**config.mk**
```make
export PLATFORM = sky130hd
export DESIGN_NAME = alu_issue_r0
export DESIGN_NICKNAME = d
export VERILOG_FILES = /design/src/rtl/alu_issue_r0_pkg.sv /design/src/rtl/alu_funct_decode.sv /design/src/rtl/alu_issue_r0.sv
export SDC_FILE = /design/constraint.sdc
export NUM_CORES = 1
export LEC_CHECK = 0
export CAP_MARGIN = 20
export CORE_MARGIN = 10
export CORE_UTILIZATION = 36
export CTS_CLUSTER_DIAMETER = 100
export CTS_CLUSTER_SIZE = 8
export DETAILED_ROUTE_END_ITERATION = 8
export PLACE_DENSITY_LB_ADDON = 0.08
export REMOVE_ABC_BUFFERS = 1
export SLEW_MARGIN = 20
export SYNTH_ARGS = -nofsm -noshare
export SYNTH_HDL_FRONTEND = slang
export SYNTH_HIERARCHICAL = 1
export SYNTH_SLANG_ARGS = --single-unit
export TNS_END_PERCENT = 50
```
**constraint.sdc**
```tcl
create_clock -name clk -period 1.58 [get_ports clk]
set_clock_uncertainty 0.1 [all_clocks]
set_input_delay 0.474 -clock clk [delete_from_list [all_inputs] [get_ports clk]]
set_output_delay 0.474 -clock clk [all_outputs]
set_load 0.03 [all_outputs]
```
**src/rtl/alu_issue_r0_pkg.sv**
```systemverilog
// rtl/alu_issue_r0_pkg.sv - shared R-type opcode/funct codes, status bit indices and FSM encodings
package alu_issue_r0_pkg;

  localparam logic [5:0] OPCODE_RTYPE = 6'h00;

  localparam logic [5:0] FUNCT_SLL = 6'h00;
  localparam logic [5:0] FUNCT_SRL = 6'h02;
  localparam logic [5:0] FUNCT_SRA = 6'h03;
  localparam logic [5:0] FUNCT_ADD = 6'h20;
  localparam logic [5:0] FUNCT_SUB = 6'h22;
  localparam logic [5:0] FUNCT_AND = 6'h24;
  localparam logic [5:0] FUNCT_OR  = 6'h25;
  localparam logic [5:0] FUNCT_XOR = 6'h26;
  localparam logic [5:0] FUNCT_NOR = 6'h27;

  localparam int STATUS_OVF_BIT = 3;

  typedef enum logic [1:0] {
    ST_IDLE = 2'd0,
    ST_EXEC = 2'd1,
    ST_RESP = 2'd2
  } state_t;

  function automatic logic is_addsub(input logic [5:0] funct);
    return (funct == FUNCT_ADD) || (funct == FUNCT_SUB);
  endfunction

endpackage

```
**src/rtl/alu_funct_decode.sv**
```systemverilog
// rtl/alu_funct_decode.sv - combinational R-type decode: legality, shift class, ALU ctrl and shamt
module alu_funct_decode
  import alu_issue_r0_pkg::*;
#(
  parameter int CTRL_WIDTH  = 6,
  parameter int SHAMT_WIDTH = 5
) (
  input  logic [31:0]            instr,
  output logic                   legal,
  output logic                   is_shift,
  output logic [CTRL_WIDTH-1:0]  ctrl,
  output logic [SHAMT_WIDTH-1:0] shamt
);

  logic [5:0] opcode;
  logic [5:0] funct;
  logic       unused_rs_rt_rd;

  assign opcode          = instr[31:26];
  assign funct           = instr[5:0];
  assign unused_rs_rt_rd = ^instr[25:11];

  always_comb begin
    legal    = 1'b0;
    is_shift = 1'b0;
    if (opcode == OPCODE_RTYPE) begin
      case (funct)
        FUNCT_SLL, FUNCT_SRL, FUNCT_SRA: begin
          legal    = 1'b1;
          is_shift = 1'b1;
        end
        FUNCT_ADD, FUNCT_SUB, FUNCT_AND, FUNCT_OR, FUNCT_XOR, FUNCT_NOR: legal = 1'b1;
        default: legal = 1'b0;
      endcase
    end
  end

  assign ctrl  = CTRL_WIDTH'(funct);
  assign shamt = is_shift ? SHAMT_WIDTH'(instr[10:6]) : '0;

endmodule

```
**src/rtl/alu_issue_r0.sv**
```systemverilog
// rtl/alu_issue_r0.sv - R-type ALU issue/response sequencer; ALU_ISSUE_OVF_TRAP_EN turns add/sub overflow into out_err
module alu_issue_r0
  import alu_issue_r0_pkg::*;
#(
  parameter int DATA_WIDTH   = 8,
  parameter int CTRL_WIDTH   = 6,
  parameter int STATUS_WIDTH = 4,
  parameter int SHAMT_WIDTH  = 5,
  parameter int ALU_LATENCY  = 1
) (
  input  logic                    clk,
  input  logic                    rst,
  input  logic                    in_valid,
  output logic                    in_ready,
  input  logic [31:0]             in_instr,
  input  logic [DATA_WIDTH-1:0]   in_opA,
  input  logic [DATA_WIDTH-1:0]   in_opB,
  output logic [2*DATA_WIDTH-1:0] alu_dataIn,
  output logic [CTRL_WIDTH-1:0]   alu_ctrl,
  output logic [SHAMT_WIDTH-1:0]  alu_shamt,
  input  logic [DATA_WIDTH-1:0]   alu_dataOut,
  input  logic [STATUS_WIDTH-1:0] alu_status,
  output logic                    out_valid,
  input  logic                    out_ready,
  output logic [DATA_WIDTH-1:0]   out_result,
  output logic [4:0]              out_rd,
  output logic [STATUS_WIDTH-1:0] out_status,
  output logic                    out_err
);

  localparam int CNT_W = $clog2(ALU_LATENCY + 1);

  state_t                 state;
  state_t                 state_nxt;
  logic                   started;
  logic                   illegal_q;
  logic [CNT_W-1:0]       cnt;
  logic                   accept;
  logic                   dec_legal;
  logic                   dec_shift;
  logic [CTRL_WIDTH-1:0]  dec_ctrl;
  logic [SHAMT_WIDTH-1:0] dec_shamt;
`ifdef ALU_ISSUE_OVF_TRAP_EN
  logic                   addsub_q;
`endif

  alu_funct_decode #(
    .CTRL_WIDTH (CTRL_WIDTH),
    .SHAMT_WIDTH(SHAMT_WIDTH)
  ) u_decode (
    .instr   (in_instr),
    .legal   (dec_legal),
    .is_shift(dec_shift),
    .ctrl    (dec_ctrl),
    .shamt   (dec_shamt)
  );

  assign accept = in_valid && in_ready;

  always_ff @(posedge clk or negedge rst) begin
    if (!rst) state <= ST_IDLE;
    else      state <= state_nxt;
  end

  always_comb begin
    state_nxt = state;
    case (state)
      ST_IDLE: if (accept)       state_nxt = ST_EXEC;
      ST_EXEC: if (cnt == '0)    state_nxt = ST_RESP;
      ST_RESP: if (out_ready)    state_nxt = ST_IDLE;
      default:                   state_nxt = ST_IDLE;
    endcase
  end

  // in_ready stays low through reset and only rises on the first edge after release
  always_comb begin
    in_ready  = (state == ST_IDLE) && started;
    out_valid = (state == ST_RESP);
  end

  // Illegal instructions take one EXEC cycle with the ALU untouched, so out_valid lands at N+1
  always_ff @(posedge clk or negedge rst) begin
    if (!rst) begin
      started    <= 1'b0;
      illegal_q  <= 1'b0;
      cnt        <= '0;
      alu_dataIn <= '0;
      alu_ctrl   <= '0;
      alu_shamt  <= '0;
      out_result <= '0;
      out_rd     <= '0;
      out_status <= '0;
      out_err    <= 1'b0;
`ifdef ALU_ISSUE_OVF_TRAP_EN
      addsub_q   <= 1'b0;
`endif
    end else begin
      started <= 1'b1;
      if (accept) begin
        out_rd    <= in_instr[15:11];
        illegal_q <= !dec_legal;
        cnt       <= dec_legal ? CNT_W'(ALU_LATENCY - 1) : '0;
`ifdef ALU_ISSUE_OVF_TRAP_EN
        addsub_q  <= is_addsub(in_instr[5:0]);
`endif
        if (dec_legal) begin
          alu_ctrl   <= dec_ctrl;
          alu_shamt  <= dec_shamt;
          alu_dataIn <= dec_shift ? {{DATA_WIDTH{1'b0}}, in_opB} : {in_opB, in_opA};
        end
      end else if (state == ST_EXEC) begin
        if (cnt == '0) begin
          if (illegal_q) begin
            out_result <= '0;
            out_status <= '0;
            out_err    <= 1'b1;
          end else begin
            out_result <= alu_dataOut;
            out_status <= alu_status;
            out_err    <= 1'b0;
`ifdef ALU_ISSUE_OVF_TRAP_EN
            if (addsub_q && alu_status[STATUS_OVF_BIT]) begin
              out_result <= '0;
              out_err    <= 1'b1;
            end
`endif
          end
        end else begin
          cnt <= cnt - CNT_W'(1);
        end
      end
    end
  end

endmodule

```
==> run metrics, run 1 <==
die area 9740 um^2; DRT iter0 DRCs 27; worst hold slack 0.0502 ns; Crit path max-delay family simple AND/OR/NAND/NOR gates; Startpoint Class input port; LEAKAGE ~1.6 nW; Worst path slowest cell or4_4; Synthesis Warnings 6; final hold vios 0; number of global-route vias before repair 1867; htree depth 2; crit path from in_instr[29]; crit path buf inv count 2; clk_lat worst skew 0.30 ns; Yosys cell types 29; Inserted Clock Buffers 5; HP Class input port to async pin; GR Overflow Total 0; I/O pin cnt 111; async set-reset flop share out of synthesis 100%; CTS Buffer Depth 2; Syn Area/Cell ~12 um^2; Total Neg Setup Slack -9.72 ns; top_reg_cell synth dfrtp_1; # DRC 0; final antenna-violating net count 0; clock-pin slew on the worst setup and hold paths 0.09 ns; drt pass-1 iters 2; synth top area cells dfrtp_1 (55%), mux2_2 (7.1%), mux2_4 (6.7%); CP Capture Type flip-flop; Tmin final 1.92 ns; Setup CP Type input port to flip-flop; die width 98.7 um; Final #Nets 355; cell taking the most area after synthesis dfrtp_1; post-synthesis sequential area ratio around 55%; area grow syn2layout 55.1%; CTS Root Cell clkbuf_8; routed vias/inst 4.61; Max VDD drop 473 uV; worst setup slack after layout -0.337 ns; top-count cell post-synth dfrtp_1; initial core utilization 37.4%; Die Height 98.7 um; Req. time, crit path 1.67 ns; area share of the leading cell type in the synthesized netlist 55.0%; Worst EP arrival 2.01 ns; CP Cell Sequence buf_6, or4_4, nor2_4, o21a_1, and2_4, buf_8, mux2_4; fraction of layout instances using a drive strength above 1 about two fifths; routed vias roughly 1700; Syn Inst Count 183; status complete, but fails checks; RSZ-0062 raised after global routing yes; largest net degree at the start of global routing 50; diodes inserted 0; hpwl dp 4420 um; number of synthesized flops with an enable pin 0; Avg WL per Cell 16.2 um; Post-Syn Area approximately 2200 um^2; CP max FO 6; Port Buffers 100; R2R Setup Slk -0.14 ns; P per Cell Area 760 nW/um^2; CTS Sinks between 40 and 50; top cells by count, synth dfrtp_1 (49), a21oi_1 (16), mux2_2 (14), nand2b_1 (14), o21ai_0 (13); Core ar. 5960 um^2; drt total wl 5930 um; RR Startpoint state[1]; final max-slew violation count 0; f_max ~520 MHz; final worst-path cycle share 121%; max incr delay on CP 0.54 ns; first-pass GRT wire length 9850 um; failing checks negative setup slack; FF+latch count, synth 49; # rows 28; max-cap viol count 0; count of final setup violators 35; gpl congestion around 0.71; Place WS -1.02 ns; initial antenna violation count 0; CTS tree yes; total track usage 12.4%
-- registers in the layout (all words and copies together), names as in the netlist --
| name | flops |
|---|---|
| alu_ctrl | 6 |
| illegal_q | 1 |
| started | 1 |
| alu_dataIn | 16 |
| out_err | 1 |
| state | 2 |
| out_result | 8 |
| out_rd | 5 |
| alu_shamt | 5 |
| out_status | 4 |
-- repair_timing --
item / CTS / global route
cloned: 1 / 0
pin swaps: 6 / 4
endpoints found under the hold margin: 0 / 0
endpoints found under the setup margin: 35 / 35
resized for setup: 41 / 12
hold buffers: 0 / 0
buffers inserted: 2 / 1
-- cell type report --
cell class / count / area, um^2
Fill cell: 547 / 2500
Sequential cell: 49 / 1230
Timing Repair Buffer: 118 / 1100
Multi-Input combinational cell: 114 / 935
Tap cell: 75 / 93.8
Clock buffer: 6 / 82.6
Inverter: 3 / 11.3
Clock inverter: 1 / 7.51
-- worst paths after layout --
kind,cells after the start,endpoint
min in group clk,2,alu_ctrl[4]
setup reg to reg,4,alu_shamt[1]
max in group asynchronous,2,alu_dataIn[6]
setup / recovery,7,alu_shamt[1]
hold reg to reg,2,out_result[5]
hold / removal,2,out_result[3]
-- metrics by stage --
stage          cell area [um^2]  power, mW  util (%)  cells
4_1_cts                    3450       2.66      57.9    367
5_1_grt                    3460       2.78      58.0    366
2_1_floorplan              2100       1.57         -    166
3_5_place_dp               3280       1.90      55.1    357
3_3_place_gp               3280       1.89      55.1    357
6_report                   3460       2.63      58.0    366
-- routing by layer --
layer	share of wire [%]	global-route usage [%]	routed length, um	up-vias
li1	-	-	-	830
met1	42	14.8	2520	794
met2	48	19.6	2840	57
met3	8.4	5.38	498	8
met4	1.3	4.30	75	0
met5	0	0	0	-
-- cell usage in the layout (no fill, tap or decap), drive strengths merged, types with 2 or more instances in the layout --
master	netlist	final
clkbuf	5	6
buf	12	72
mux2	25	25
nand2b	14	14
dfrtp	49	49
mux2i	8	8
nand2	12	12
dlygate4sd2	0	2
and3	5	5
a21oi	16	16
clkdlybuf4s50	0	41
and2	2	2
inv	3	3
clkdlybuf4s15	0	2
nor2b	8	8
nor2	3	3
o21ai	13	13
or4	2	2
-- where the power goes --
part           switching [mW]  internal (mW)  leakage, nW
clock network           0.407          0.347       0.0433
registers              0.0367           1.31        0.658
logic                   0.254          0.274        0.934
-- cell families (layout without fill, tap and decap cells) --
family                 Yosys count  count (layout)  share of synthesized area, %
DFF                             49              49                          55.0
and+or+nand+nor                 48              48                          13.0
other                            1               1                         0.168
buffers and inverters           20             128                          6.40
AOI/OAI and AO/OA               32              32                          7.52
muxes                           33              33                          17.9
(Power assumes the default switching activity.)
==> run 2, diff against run 1 <==
--- a/config.mk
+++ b/config.mk
@@ -8,7 +8,7 @@
 export CAP_MARGIN = 20
 export CORE_MARGIN = 10
 export CORE_UTILIZATION = 36
-export CTS_CLUSTER_DIAMETER = 100
+export CTS_CLUSTER_DIAMETER = 40
 export CTS_CLUSTER_SIZE = 8
 export DETAILED_ROUTE_END_ITERATION = 8
 export PLACE_DENSITY_LB_ADDON = 0.08
==> results of run 2 <==
Final layout, timing and power as in run 1 (identical DEF).
==> run 3, diff against run 2 <==
--- a/config.mk
+++ b/config.mk
@@ -7,10 +7,11 @@
 export LEC_CHECK = 0
 export CAP_MARGIN = 20
 export CORE_MARGIN = 10
-export CORE_UTILIZATION = 36
+export CORE_UTILIZATION = 40
 export CTS_CLUSTER_DIAMETER = 40
 export CTS_CLUSTER_SIZE = 8
 export DETAILED_ROUTE_END_ITERATION = 8
+export GPL_TIMING_DRIVEN = 1
 export PLACE_DENSITY_LB_ADDON = 0.08
 export REMOVE_ABC_BUFFERS = 1
 export SLEW_MARGIN = 20
==> constraint.sdc (replaced) <==
create_clock -name clk -period 2.2 [get_ports clk]
set_clock_uncertainty 0.1 [all_clocks]
set_input_delay 0.66 -clock clk [delete_from_list [all_inputs] [get_ports clk]]
set_output_delay 0.66 -clock clk [all_outputs]
set_load 0.03 [all_outputs]
==> run 3 against run 2 <==
The flow still finishes with violations (negative setup slack). Power is 29% lower. Combinational power shrank 30%. Critical path type unchanged. Flip-flop and latch count stayed put. Critical path depth increased by 1. Cell count grew 0.27%. Via count is 1.8% higher. Clock-buffer cell count shrank 1. Final area is 3.3% higher. Utilization up 7.2 points. Non-clock buffer count rose by 3. Die area decreased by 8.0%. Sequential share of layout area shrank 1.1 points.
==> run metrics, run 3 (synthesis gave the netlist of run 1 again) <==
die width 94.6 um (-4.1%); I/O pin cnt 111 (unchanged); final core occ 65.2% (+7.2 points); Max VDD drop 347 uV (-27%); routed vias 1719 (+1.8%); register area 1230 um^2 (unchanged); initial antenna violation count 0 (unchanged); P per Cell Area 521 nW/um^2 (-31%); Final #Nets 358 (+0.85%); total track usage 13.5% (+1.0 points); drt pass-1 iters 6 (+4); max reg flops 16 (unchanged); Biggest register alu_dataIn; CP Capture Type flip-flop; final antenna-violating net count 0 (unchanged); failing checks negative setup slack; fraction of layout instances using a drive strength above 1 23.4% (-16 points); GR Overflow Total 0 (unchanged); clock-pin slew on the worst setup and hold paths 0.09 ns (about the same); final hold vios 0 (unchanged); clk_lat worst skew 0.30 ns (about the same); worst relative slew slack 65.6%; Worst EP arrival 2.30 ns (+0.29 ns); htree depth 2 (unchanged); LEAKAGE 1.57 nW (-3.9%); Cell Int Power 1.35 mW (-30%); final max-slew violation count 0 (unchanged); Avg WL per Cell 16.2 um (about the same); first-pass GRT wire length 9530 um (-3.3%); count of final setup violators 8 (-77%); HP Class input port to async pin; area taken by multi-input logic gates 910 um^2 (-2.7%); CP max FO 7 (+1); status complete, but fails checks; Tmin final about 2.2 ns; max incr delay on CP 0.53 ns (about the same); Final Power 1.86 mW (-29%); number of global-route vias before repair 1814 (-2.8%); slew at the pin closest to its max-slew limit ~0.52 ns; most frequent cells in the layout clkdlybuf4s50_1 (86), dfrtp_1 (49), mux2_4 (18); area grow syn2layout 60.1%; switch share 27.2% (+0.62 points); Startpoint Class input port; biggest regs alu_dataIn: 16 flops, out_result: 8 flops, alu_ctrl: 6 flops; f_max 452 MHz; CTS Buffer Depth 2 (unchanged); most used cell, CP buf_12; max-cap viol count 0 (unchanged); worst hold slack 0.224 ns (+0.174 ns); DRT iter0 DRCs 44 (+63%); NetSw 0.505 mW (-28%); CP Cell Sequence buf_6, or4_4, nor2_4, o21a_1, and2_4, buf_12, buf_12, mux2_4; Req. time, crit path 2.29 ns (+0.62 ns); # DRC 0 (unchanged); Worst path slowest cell or4_4; final worst-path cycle share 101%; initial core utilization 40.7% (+3.3 points); RSZ-0062 raised after global routing yes; CTS tree yes; CTS Root Cell clkbuf_8; hpwl dp 4330 um (-1.9%); # rows 27 (-3.6%); drt total wl 5950 um (+0.25%); Clk network pwr share 28.4% (-0.3 points); Inserted Clock Buffers 5 (unchanged); Port Buffers 100 (unchanged); # fillers 477 (-13%); routed vias/inst 4.68 (+1.5%); largest net degree at the start of global routing 50 (unchanged); worst setup slack after layout -0.0117 ns (+0.326 ns); CTS Hold Buffers Added 0 (unchanged); die area 8960 um^2 (-8.0%); Setup CP Type input port to flip-flop; diodes inserted 0 (unchanged); Combinational Power Share 19.9% (-0.2 points); gpl congestion 0.702 (-0.59%); sequential share of power 51.8% (+0.6 points); most common cell after layout, fill and taps aside clkdlybuf4s50_1; Die Height 94.6 um (-4.1%); Core ar. 5470 um^2 (-8.1%); CTS Sinks 49 (unchanged)
[run 3: timing repair]
| action | 4_1_cts | 5_1_grt |
|---|---|---|
| resized for setup | 36 | 7 |
| pin swaps | 4 | 4 |
| buffers inserted | 5 | 0 |
| cloned | 2 | 0 |
| setup endpoints to repair | 29 | 22 |
[run 3: path summary, 6_finish.rpt]
| path | startpoint | slack (ns) | endpoint | depth (start not counted) |
|---|---|---|---|---|
| setup / recovery | in_instr[3] | -0.01 | alu_shamt[0] | 8 |
| hold / removal | rst | 0.22 | alu_ctrl[5] | 2 |
| setup reg to reg | state[0] | 0.34 | alu_shamt[0] | 6 |
| hold reg to reg | out_status[1] | 0.39 | out_status[1] | 2 |
| max in group asynchronous | rst | 1.52 | alu_ctrl[4] | 2 |
| min in group clk | out_status[1] | 0.39 | out_status[1] | 2 |
[run 3: worst max-delay path, delay by kind of cell]
kind	cells	cell delay [ns]
AO/OA/AOI/OAI	1	0.15
buffers and inverters	3	0.34
multiplexers	1	0.30
AND/OR/NAND/NOR	3	0.84
[run 3: layout make-up]
cell class	count	share of cell area (%)
inverter	3	0.316
sequential	49	34.4
multi-input combinational	114	25.5
timing repair buffer	121	34.9
tap	72	2.52
clock inverter	3	0.491
clock buffer	5	1.93
[run 3: power by group through the flow]
stage | Sequential [mW] | Combinational [mW] | Clock (mW)
after floorplan | 1.05 | 0.0783 | 0
after global placement | 0.979 | 0.383 | 0
after detailed placement | 0.981 | 0.384 | 0
after CTS | 0.963 | 0.377 | 0.546
after global routing | 0.968 | 0.396 | 0.590
final | 0.962 | 0.370 | 0.527
[run 3: stage by stage]
step           cells  setup TNS, ns  instance area (um^2)  worst slack (ns)
3_3_place_gp     353         -14.88                  3360            -0.573
3_5_place_dp     353         -15.41                  3360            -0.605
5_1_grt          367         -0.250                  3570           -0.0322
6_report         367        -0.0621                  3570           -0.0117
2_1_floorplan    166         -24.00                  2100            -0.880
4_1_cts          368              0                  3570          0.000789
[run 3: routing by layer]
| metal | vias to the layer above | global-route usage, % | wire (um) |
|---|---|---|---|
| met5 | - | 0 | 0 |
| met2 | 59 | 21.5 | 2850 |
| li1 | 838 | - | - |
| met4 | 0 | 2.62 | 46 |
| met3 | 6 | 6.11 | 559 |
| met1 | 816 | 16.5 | 2490 |
